$ cat src/rtl/pcm_audio_pkg.sv
// ----------------------------------------------------------------------------
// pcm_audio_pkg
// Shared definitions for the PDM microphone capture path that feeds the audio
// capture FIFO.
//   cap_state_t : capture FSM encoding (IDLE / WARMUP / RUN), 2 bits
//   PCM_W       : PCM sample width, matches the FIFO din width
//   satMax()    : largest unsigned value representable in a given width
// ----------------------------------------------------------------------------
package pcm_audio_pkg;

    localparam int PCM_W = 8;

    typedef enum logic [1:0] {
        IDLE   = 2'd0,
        WARMUP = 2'd1,
        RUN    = 2'd2
    } cap_state_t;

    // All-ones value of a width-bit unsigned number; used as the clamp value
    // when a frame is entirely ones and the count overflows the sample width.
    function automatic int satMax(input int width);
        return (1 << width) - 1;
    endfunction

endpackage

$ cat src/rtl/pdm_clk_gen.sv
// ----------------------------------------------------------------------------
// pdm_clk_gen
// Divides clk down to the microphone clock and marks the cycle in which the
// microphone data bit should be captured.
// Ports:
//   clk           in  system clock
//   reset         in  synchronous, active-high reset
//   i_run         in  1 = clock running; 0 = divider and mic clock held at 0
//   o_mic_clk     out clock driven to the microphone, period 2*CLK_DIV clk
//   o_sample_tick out one-cycle strobe in the last clk cycle of the high phase
// ----------------------------------------------------------------------------
module pdm_clk_gen #(
    parameter int CLK_DIV = 2
) (
    input  logic clk,
    input  logic reset,
    input  logic i_run,
    output logic o_mic_clk,
    output logic o_sample_tick
);

    localparam int DIV_W = (CLK_DIV > 1) ? $clog2(CLK_DIV) : 1;
    localparam logic [DIV_W-1:0] DIV_LAST = DIV_W'(CLK_DIV - 1);

    logic [DIV_W-1:0] r_div;
    logic             r_mic_clk;
    logic             w_terminal;

    assign w_terminal = (r_div == DIV_LAST);

    // Holding the divider at 0 while stopped guarantees that every start
    // begins with a full low phase, so the first high phase always starts
    // exactly CLK_DIV cycles after i_run rises.
    always_ff @(posedge clk) begin
        if (reset || !i_run) begin
            r_div     <= '0;
            r_mic_clk <= 1'b0;
        end else if (w_terminal) begin
            r_div     <= '0;
            r_mic_clk <= ~r_mic_clk;
        end else begin
            r_div     <= r_div + DIV_W'(1);
        end
    end

    // The microphone data is most settled at the end of the high phase, just
    // before mic_clk falls.
    assign o_sample_tick = i_run && w_terminal && r_mic_clk;
    assign o_mic_clk     = r_mic_clk;

endmodule

$ cat src/rtl/pdm_mic_capture.sv
// ----------------------------------------------------------------------------
// pdm_mic_capture
// Clocks a PDM MEMS microphone, counts the ones in every frame of DECIM bits
// and pushes the resulting PCM sample into the audio capture FIFO.
// Ports:
//   clk         in  system clock
//   reset       in  synchronous, active-high reset
//   en          in  capture enable (level)
//   mic_data    in  PDM bit, already synchronised to clk
//   full        in  FIFO full flag
//   mic_clk     out clock to the microphone
//   dout        out PCM sample (FIFO din)
//   wr          out one-cycle FIFO write strobe
//   overrun     out sticky: a sample was dropped because the FIFO was full
//   overrun_cnt out saturating count of dropped samples
// ----------------------------------------------------------------------------
module pdm_mic_capture
    import pcm_audio_pkg::*;
#(
    parameter int CLK_DIV       = 2,
    parameter int DECIM         = 256,
    parameter int DATA_WIDTH    = PCM_W,
    parameter int WARMUP_FRAMES = 2
) (
    input  logic                  clk,
    input  logic                  reset,
    input  logic                  en,
    input  logic                  mic_data,
    input  logic                  full,
    output logic                  mic_clk,
    output logic [DATA_WIDTH-1:0] dout,
    output logic                  wr,
    output logic                  overrun,
    output logic [7:0]            overrun_cnt
);

    localparam int WARM_W = (WARMUP_FRAMES > 1) ? $clog2(WARMUP_FRAMES) : 1;
    localparam logic [WARM_W-1:0] WARM_LAST =
        WARM_W'((WARMUP_FRAMES > 0) ? WARMUP_FRAMES - 1 : 0);
    localparam logic [DATA_WIDTH-1:0] BIT_LAST = DATA_WIDTH'(DECIM - 1);
    localparam logic [DATA_WIDTH-1:0] SAT_VAL  = DATA_WIDTH'(satMax(DATA_WIDTH));

    cap_state_t            r_state;
    cap_state_t            w_next_state;
    logic [DATA_WIDTH:0]   r_acc;
    logic [DATA_WIDTH-1:0] r_bit_cnt;
    logic [WARM_W-1:0]     r_warm_cnt;
    logic [DATA_WIDTH-1:0] r_dout;
    logic                  r_wr;
    logic                  r_overrun;
    logic [7:0]            r_overrun_cnt;

    logic                  w_active;
    logic                  w_tick;
    logic                  w_mic_clk;
    logic                  w_frame_end;
    logic [DATA_WIDTH:0]   w_sum;
    logic [DATA_WIDTH-1:0] w_sample;

    // Dropping en takes effect in the same cycle, so the clock stops and no
    // sample of the partial frame is taken on the edge that leaves for IDLE.
    assign w_active = (r_state != IDLE) && en;

    pdm_clk_gen #(
        .CLK_DIV       (CLK_DIV)
    ) u_clk_gen (
        .clk           (clk),
        .reset         (reset),
        .i_run         (w_active),
        .o_mic_clk     (w_mic_clk),
        .o_sample_tick (w_tick)
    );

    // The final bit of a frame is folded in combinationally so the frame can
    // be closed and the accumulator restarted in the same cycle. Only an
    // all-ones frame reaches 2**DATA_WIDTH, which is clamped to all ones.
    assign w_frame_end = w_tick && (r_bit_cnt == BIT_LAST);
    assign w_sum       = r_acc + {{DATA_WIDTH{1'b0}}, mic_data};
    assign w_sample    = w_sum[DATA_WIDTH] ? SAT_VAL : w_sum[DATA_WIDTH-1:0];

    always_ff @(posedge clk) begin
        if (reset) begin
            r_state <= IDLE;
        end else begin
            r_state <= w_next_state;
        end
    end

    // Warm-up frames give the microphone time to settle; with no warm-up
    // configured, capture goes straight to RUN.
    always_comb begin
        w_next_state = r_state;
        case (r_state)
            IDLE: begin
                if (en) begin
                    w_next_state = (WARMUP_FRAMES == 0) ? RUN : WARMUP;
                end
            end
            WARMUP: begin
                if (!en) begin
                    w_next_state = IDLE;
                end else if (w_frame_end && (r_warm_cnt == WARM_LAST)) begin
                    w_next_state = RUN;
                end
            end
            RUN: begin
                if (!en) begin
                    w_next_state = IDLE;
                end
            end
            default: begin
                w_next_state = IDLE;
            end
        endcase
    end

    // Accumulation and FIFO handshake. overrun/overrun_cnt survive en=0 so
    // software can still read them after stopping capture.
    always_ff @(posedge clk) begin
        if (reset) begin
            r_acc         <= '0;
            r_bit_cnt     <= '0;
            r_warm_cnt    <= '0;
            r_dout        <= '0;
            r_wr          <= 1'b0;
            r_overrun     <= 1'b0;
            r_overrun_cnt <= 8'd0;
        end else begin
            r_wr <= 1'b0;
            if (!w_active) begin
                r_acc      <= '0;
                r_bit_cnt  <= '0;
                r_warm_cnt <= '0;
            end else if (w_tick) begin
                if (w_frame_end) begin
                    r_acc     <= '0;
                    r_bit_cnt <= '0;
                    if (r_state == WARMUP) begin
                        r_warm_cnt <= r_warm_cnt + WARM_W'(1);
                    end
                    if (r_state == RUN) begin
                        r_dout <= w_sample;
                        if (!full) begin
                            r_wr <= 1'b1;
                        end else begin
                            r_overrun <= 1'b1;
                            if (r_overrun_cnt != 8'hFF) begin
                                r_overrun_cnt <= r_overrun_cnt + 8'd1;
                            end
                        end
                    end
                end else begin
                    r_acc     <= w_sum;
                    r_bit_cnt <= r_bit_cnt + DATA_WIDTH'(1);
                end
            end
        end
    end

    assign mic_clk     = w_mic_clk;
    assign dout        = r_dout;
    assign wr          = r_wr;
    assign overrun     = r_overrun;
    assign overrun_cnt = r_overrun_cnt;

endmodule

$ cat config.mk
export PLATFORM = sky130hd
export DESIGN_NAME = pdm_mic_capture
export DESIGN_NICKNAME = d
export VERILOG_FILES = /design/src/rtl/pcm_audio_pkg.sv /design/src/rtl/pdm_clk_gen.sv /design/src/rtl/pdm_mic_capture.sv
export SDC_FILE = /design/constraint.sdc
export NUM_CORES = 1
export LEC_CHECK = 0
export BUFFER_PORTS_ARGS = -buffer_cell sky130_fd_sc_hd__buf_2
export CORE_MARGIN = 2
export CORE_UTILIZATION = 50
export CTS_CLUSTER_SIZE = 25
export DETAILED_ROUTE_END_ITERATION = 8
export GPL_TIMING_DRIVEN = 0
export PLACE_DENSITY = 0.7
export SKIP_CTS_REPAIR_TIMING = 1
export SLEW_MARGIN = 30
export SYNTH_ARGS = -nofsm -noshare
export SYNTH_HDL_FRONTEND = slang
export SYNTH_SLANG_ARGS = --single-unit
$ cat constraint.sdc
create_clock -name clk -period 2.4 [get_ports clk]
set_input_delay 0.72 -clock clk [delete_from_list [all_inputs] [get_ports clk]]
set_output_delay 0.72 -clock clk [all_outputs]
set_load 0.03 [all_outputs]
* Word-level counts from Yosys, hierarchy flattened
Index checks and enable logic that the tools add are counted.
** Word-level totals
- Flip-flop bits (word level) :: 40
- Bits of input ports :: 5
- Output and inout bits :: 19
- Logic and storage cells :: 53
** Operators by class
- Add/sub/neg operators :: 5
- Equal/unequal tests :: 7
- Mux-type cells :: 9
- Bitwise operators :: 5
- Reductions and logical operators :: 17
** Operator list (number)
- $add A8 B1 Y8 const B :: 2
- $mux W8 :: 2
- $add A9 B1 Y9 :: 1
- $mux W9 :: 1
- $eq A8 B8 Y1 const B :: 1
- $mux W2 :: 4
- $ne A8 B8 Y1 const B :: 1
- $pmux W2 S3 :: 1
- $reduce_and A3 Y1 :: 2
- $reduce_and A6 Y1 :: 1
- $logic_and A1 B1 Y1 :: 5
- $not A1 Y1 :: 5
- $reduce_and A5 Y1 :: 1
- $reduce_or A5 Y1 :: 1
- $ne A2 B2 Y1 const B :: 2
- $reduce_and A4 Y1 :: 1
- $reduce_or A2 Y1 :: 2
- $ne A3 B3 Y1 const B :: 1
- $add A1 B1 Y1 const B :: 2
- $eq A2 B1 Y1 const B :: 1
- $eq A2 B2 Y1 const B :: 1
- $logic_not A2 Y1 :: 1
- $reduce_bool A2 Y1 :: 1
- $logic_not A1 Y1 :: 1
- 2 further kinds :: 2

* Longest topological paths before layout
- Word-level depth :: 9
- Mapped depth :: 6
- Gate-level depth less buffers :: 6

* Cells and area by module
Synthesis repeated with hierarchy kept, for this count alone.
** Second synthesis, totals
- Cell total of the unflattened synthesis :: 210
- Area total of the unflattened synthesis :: 1901.8 µm²
** By module, submodules not included
- pdm_mic_capture :: times used 1, cells an instance 203, area an instance 1831.8 µm², seq. area each 760.7 µm²
- pdm_clk_gen :: times used 1, cells an instance 7, area an instance 70.1 µm², seq. area each 40.0 µm²

* Worst setup path before layout
No wires, ideal clock.
- Path type :: input-to-reg
- From :: input port en
- To :: register r_overrun_cnt[4], in the netlist overrun_cnt[4]
- Library setup time :: 70 ps
- Data arrival time :: 2049 ps
- Required time :: 2330 ps
- Path slack :: 281 ps
- Cell stages on the path :: 4
- Buffers on the path :: 0
- Cells stage by stage :: nand3_1 -> or4b_4 -> or4_1 -> a21oi_1
** Between the ends
- Word-level cells in the longest chain between the ends :: 5
** RTL lines
- from (decl) :: RTL line pdm_mic_capture.sv:27 : input logic en,
- $logic_and A1 B1 Y1 * :: RTL line pdm_mic_capture.sv:62 : assign w_active = (r_state != IDLE) && en;
- $logic_and A1 B1 Y1 (2 in series) :: RTL line pdm_clk_gen.sv:48 : assign o_sample_tick = i_run && w_terminal && r_mic_clk;
- $logic_and A1 B1 Y1 :: RTL line pdm_mic_capture.sv:77 : assign w_frame_end = w_tick && (r_bit_cnt == BIT_LAST);
- $reduce_and A6 Y1 (no line) *
- to (signal assigned) :: RTL line pdm_mic_capture.sv:148 : r_overrun_cnt <= r_overrun_cnt + 8'd1;
- to (decl) :: RTL line pdm_mic_capture.sv:51 : logic [7:0] r_overrun_cnt;
Mark *: on every way between the ends. The rest lies on a longest branch, timed or not.
A chain may end at the register's enable or synchronous reset.

* Worst setup path in the final report
- From :: register r_bit_cnt[0]
- To :: register r_overrun_cnt[6], in the netlist overrun_cnt[6]
** Between the ends
- Word-level cells in the longest chain between the ends :: 3
** RTL lines
- from (decl) :: RTL line pdm_mic_capture.sv:46 : logic [DATA_WIDTH-1:0] r_bit_cnt;
- from (signal assigned) :: RTL line pdm_mic_capture.sv:154 : r_bit_cnt <= r_bit_cnt + DATA_WIDTH'(1);
- $eq A8 B8 Y1 :: RTL line pdm_mic_capture.sv:77
- $logic_and A1 B1 Y1 :: RTL line pdm_mic_capture.sv:77
- $reduce_and A6 Y1 (no line)
No other way between the ends.

==> metrics.md <==
| Metric | Value |
|---|---|
| Status | completed |
| Simple-gate portion of the synthesized area | 27.8% |
| Required @ worst endpoint | 2.62 ns |
| Relative slew slack | 54.7% |
| Max Cap Viol | 0 |
| DP HPWL | 2910 um |
| XOR/XNOR share of the synthesized area | 5.92% |
| Final #Nets | 253 |
| Post-synthesis adder-cell area fraction | 2.60% |
| VDD IR-drop max | 339 uV |
| WP data arrival | 2.46 ns |
| Slowest cell on crit path | or4b_4 |
| Synth-to-layout area growth | 15.2% |
| Proportion of layout cells with a drive suffix above 1 | 18.4% |
| DR iter-0 viols | 126 |
| R2r endpoint | overrun_cnt[6] |
| Worst r2r src | r_bit_cnt[0] |
| Largest net degree at the start of global routing | 14 |
| Final-report hold violation count | 0 |
| Routed WL | 4070 um |
| Die Wd | 66.0 um |
| Most frequent cells in the layout | dfxtp_1 (40), buf_2 (22), nand3_1 (18), a21oi_1 (17), nor2_1 (14) |
| EDFF count, synth | 0 |
| Standard-cell rows | 22 |
| Fin crit share | 93.2% |
| GRT Total Usage | 20.7% |
| Mapped Nets | 224 |
| Top_reg_cell synth | dfxtp_1 |
| Cell accounting for the most synthesized area | dfxtp_1 |
| Setup crit start | r_bit_cnt[0] |
| Post-synthesis cell count | 215 |
| Crit-path max cell delay | 0.62 ns |
| Syn Std Cell Area | 0.00192 mm2 |
| Unrepaired setup endpoints after global routing | false |
| Hold Path Depth | 2 |
| First-pass GRT wire length | 6980 um |
| CP startpoint kind | flop |
| Clock buffer depth | 2 |
| Antenna-violating nets left | 0 |
| Final setup fails | 0 |
| RePlAce Congestion | 0.764 |
| Setup crit end kind | flop |
| Worst skew pair latency | 0.29 ns |
| Most common cell after layout, fill and taps aside | dfxtp_1 |
| Post-synth top area share | 41.6% |
| CTS root buf | clkbuf_8 |
| Main combinational cell family by area after synthesis | simple AND/OR/NAND/NOR gates |
| CTS Sinks | 40 |
| Reg2reg setup slack | 0.16 ns |
| Setup Skew | 0.00983 ns |
| Hold Path Origin | overrun |
| Pwr Total | 1.24 mW |
| Post-synthesis compound-gate area fraction | 18.1% |
| Grt total ovfl | 0 |
| Layout Utilization | 60.1% |
| Post-Layout Inst Area | 0.00222 mm2 |
| Total CTS buffers | 5 |
| Final min period | 2.24 ns |
| Delay-heaviest family, CP | simple AND/OR/NAND/NOR gates |
| CP max FO | 10 |
| Warnings, synthesis | 0 |
| Async SR Flop Fraction | 0% |
| CP Cell Sequence | ha_2 -> nand4_2 -> or4b_4 -> clkbuf_8 -> or3_1 -> a21oi_1 |
| Initial Util | 52.1% |
| Fillers | 354 |
| Area of the die | 0.00436 mm2 |
| Antenna cell count | 0 |
| Die height | 66.0 um |
| Mux contribution to synthesized area | 0% |
| Port Buffers | 22 |
| Core ar. | 0.00369 mm2 |
| Buf/Inv on CP | 1 |
| Drt via density | 5.68 |
| Post-DP Area | 0.00209 mm2 |
| Syn_area_per_cell | 8.94 um2 |
| Slew Limit Fails | 0 |
| Pleak | 0.822 nW |
| Max Fclk | 447 MHz |
| Dpl cells | 285 |
| Number of synthesized register bits | 40 |
| Netlist cell types | 45 |
| Sum of negative setup slack | 0 ns |
| Drt pass-1 iters | 4 |
| Clock Pin Slew Worst Setup and Hold Paths | 0.08 ns |
| Worst R2R Path Depth | 6 |
| HP Class | flop to flop |
| Vias in the first global route | 1547 |
| Top cells by area, synth | dfxtp_1 (42%), nand3_1 (4.7%), a21oi_1 (4.4%), xnor2_1 (3.2%), o21bai_1 (3.1%) |
| DRC | 0 |
| Via Count | 1664 |
| Final Non-Filler Cells | 293 |
| I/O pins | 24 |
| Crit Path Category | flop to flop |
| Tightest Pin Transition | 0.675 ns |
| WHS Endpoint | overrun |
| Sequential element share of the synthesized area | 41.6% |
| Initial antenna violation count | 0 |
| Wire per inst | 13.9 um |
| Htree depth | 2 |
| Pwr dens | 560 mW/mm2 |
| CTS tree | built |
synth_stat cells, drive strengths merged (2+ instances only):
cell     count
nand2b       2
and3         2
o31ai        5
o21bai       8
xor2         6
nor3b        2
nand2       13
xnor2        7
nand3       18
or2          4
clkbuf       7
o22ai        2
dfxtp       40
o2bb2ai      4
inv          5
and2         2
nor3         6
or3          5
a31oi        8
nand4b       3
nor2        14
or4          4
and4         3
ha           4
a21oi       17
o21ai        3
nand4        7
routing by layer:
layer / routed length (um) / vias up / global-route usage (%)
li1: - / 861 / -
met1: 2050 / 761 / 28.3
met2: 1800 / 37 / 32.1
met3: 171 / 5 / 4.60
met4: 46 / 0 / 7.14
met5: 0 / - / 0
how the worst max path moves through the flow:
stage	depth (start not counted)	endpoint	slack [ns]
after floorplan	4	overrun_cnt[4]	0.28
after global placement	5	wr	-0.01
after detailed placement	5	wr	-0.09
after CTS	5	wr	0.05
after global routing	5	overrun_cnt[5]	0.02
final	6	overrun_cnt[6]	0.16
cells by family after synthesis:
| group | after synthesis |
|---|---|
| AND/OR/NAND/NOR | 92 |
| AO/OA/AOI/OAI | 53 |
| flip-flops | 40 |
| XOR/XNOR | 13 |
| buffers and inverters | 13 |
| adder cells (fa/ha/maj) | 4 |
stage by stage:
stage | hold WS (ns) | setup WS (ns)
after floorplan | 0.436 | 0.281
after global placement | 0.434 | -0.0109
after detailed placement | 0.433 | -0.0876
after CTS | 0.445 | 0.0547
after global routing | 0.467 | 0.0249
final | 0.447 | 0.163
worst reg2reg max path, cell delays in order (launching register included):
cell,delay [ns]
dfxtp_1,0.38
ha_2,0.25
nand4_2,0.22
or4b_4,0.62
clkbuf_8,0.19
or3_1,0.36
a21oi_1,0.16
registers in the layout (all words and copies together), names as in the netlist, 2 cells and up:
name / flops
r_state: 2
dout: 8
r_acc: 9
r_bit_cnt: 8
overrun_cnt: 8
final cells by class:
class                   instances  area, um2  area share (%)
plain buffers                   8       57.6            2.60
clock buffers                   5       68.8            3.11
clock inverters                 3       42.5            1.92
inverters                       5       18.8           0.847
multi-input cells             162       1060            47.7
flip-flops and latches         40        801            36.1
well taps                      48       60.1            2.71
repair buffers                 22        110            4.97
power breakdown:
group          total (mW)  internal [mW]  switching, mW  leakage (nW)
sequential          0.667          0.664        0.00229         0.322
clock               0.549          0.308          0.241        0.0541
combinational      0.0246         0.0111         0.0135         0.446
Power figures use the tool's default switching activity.
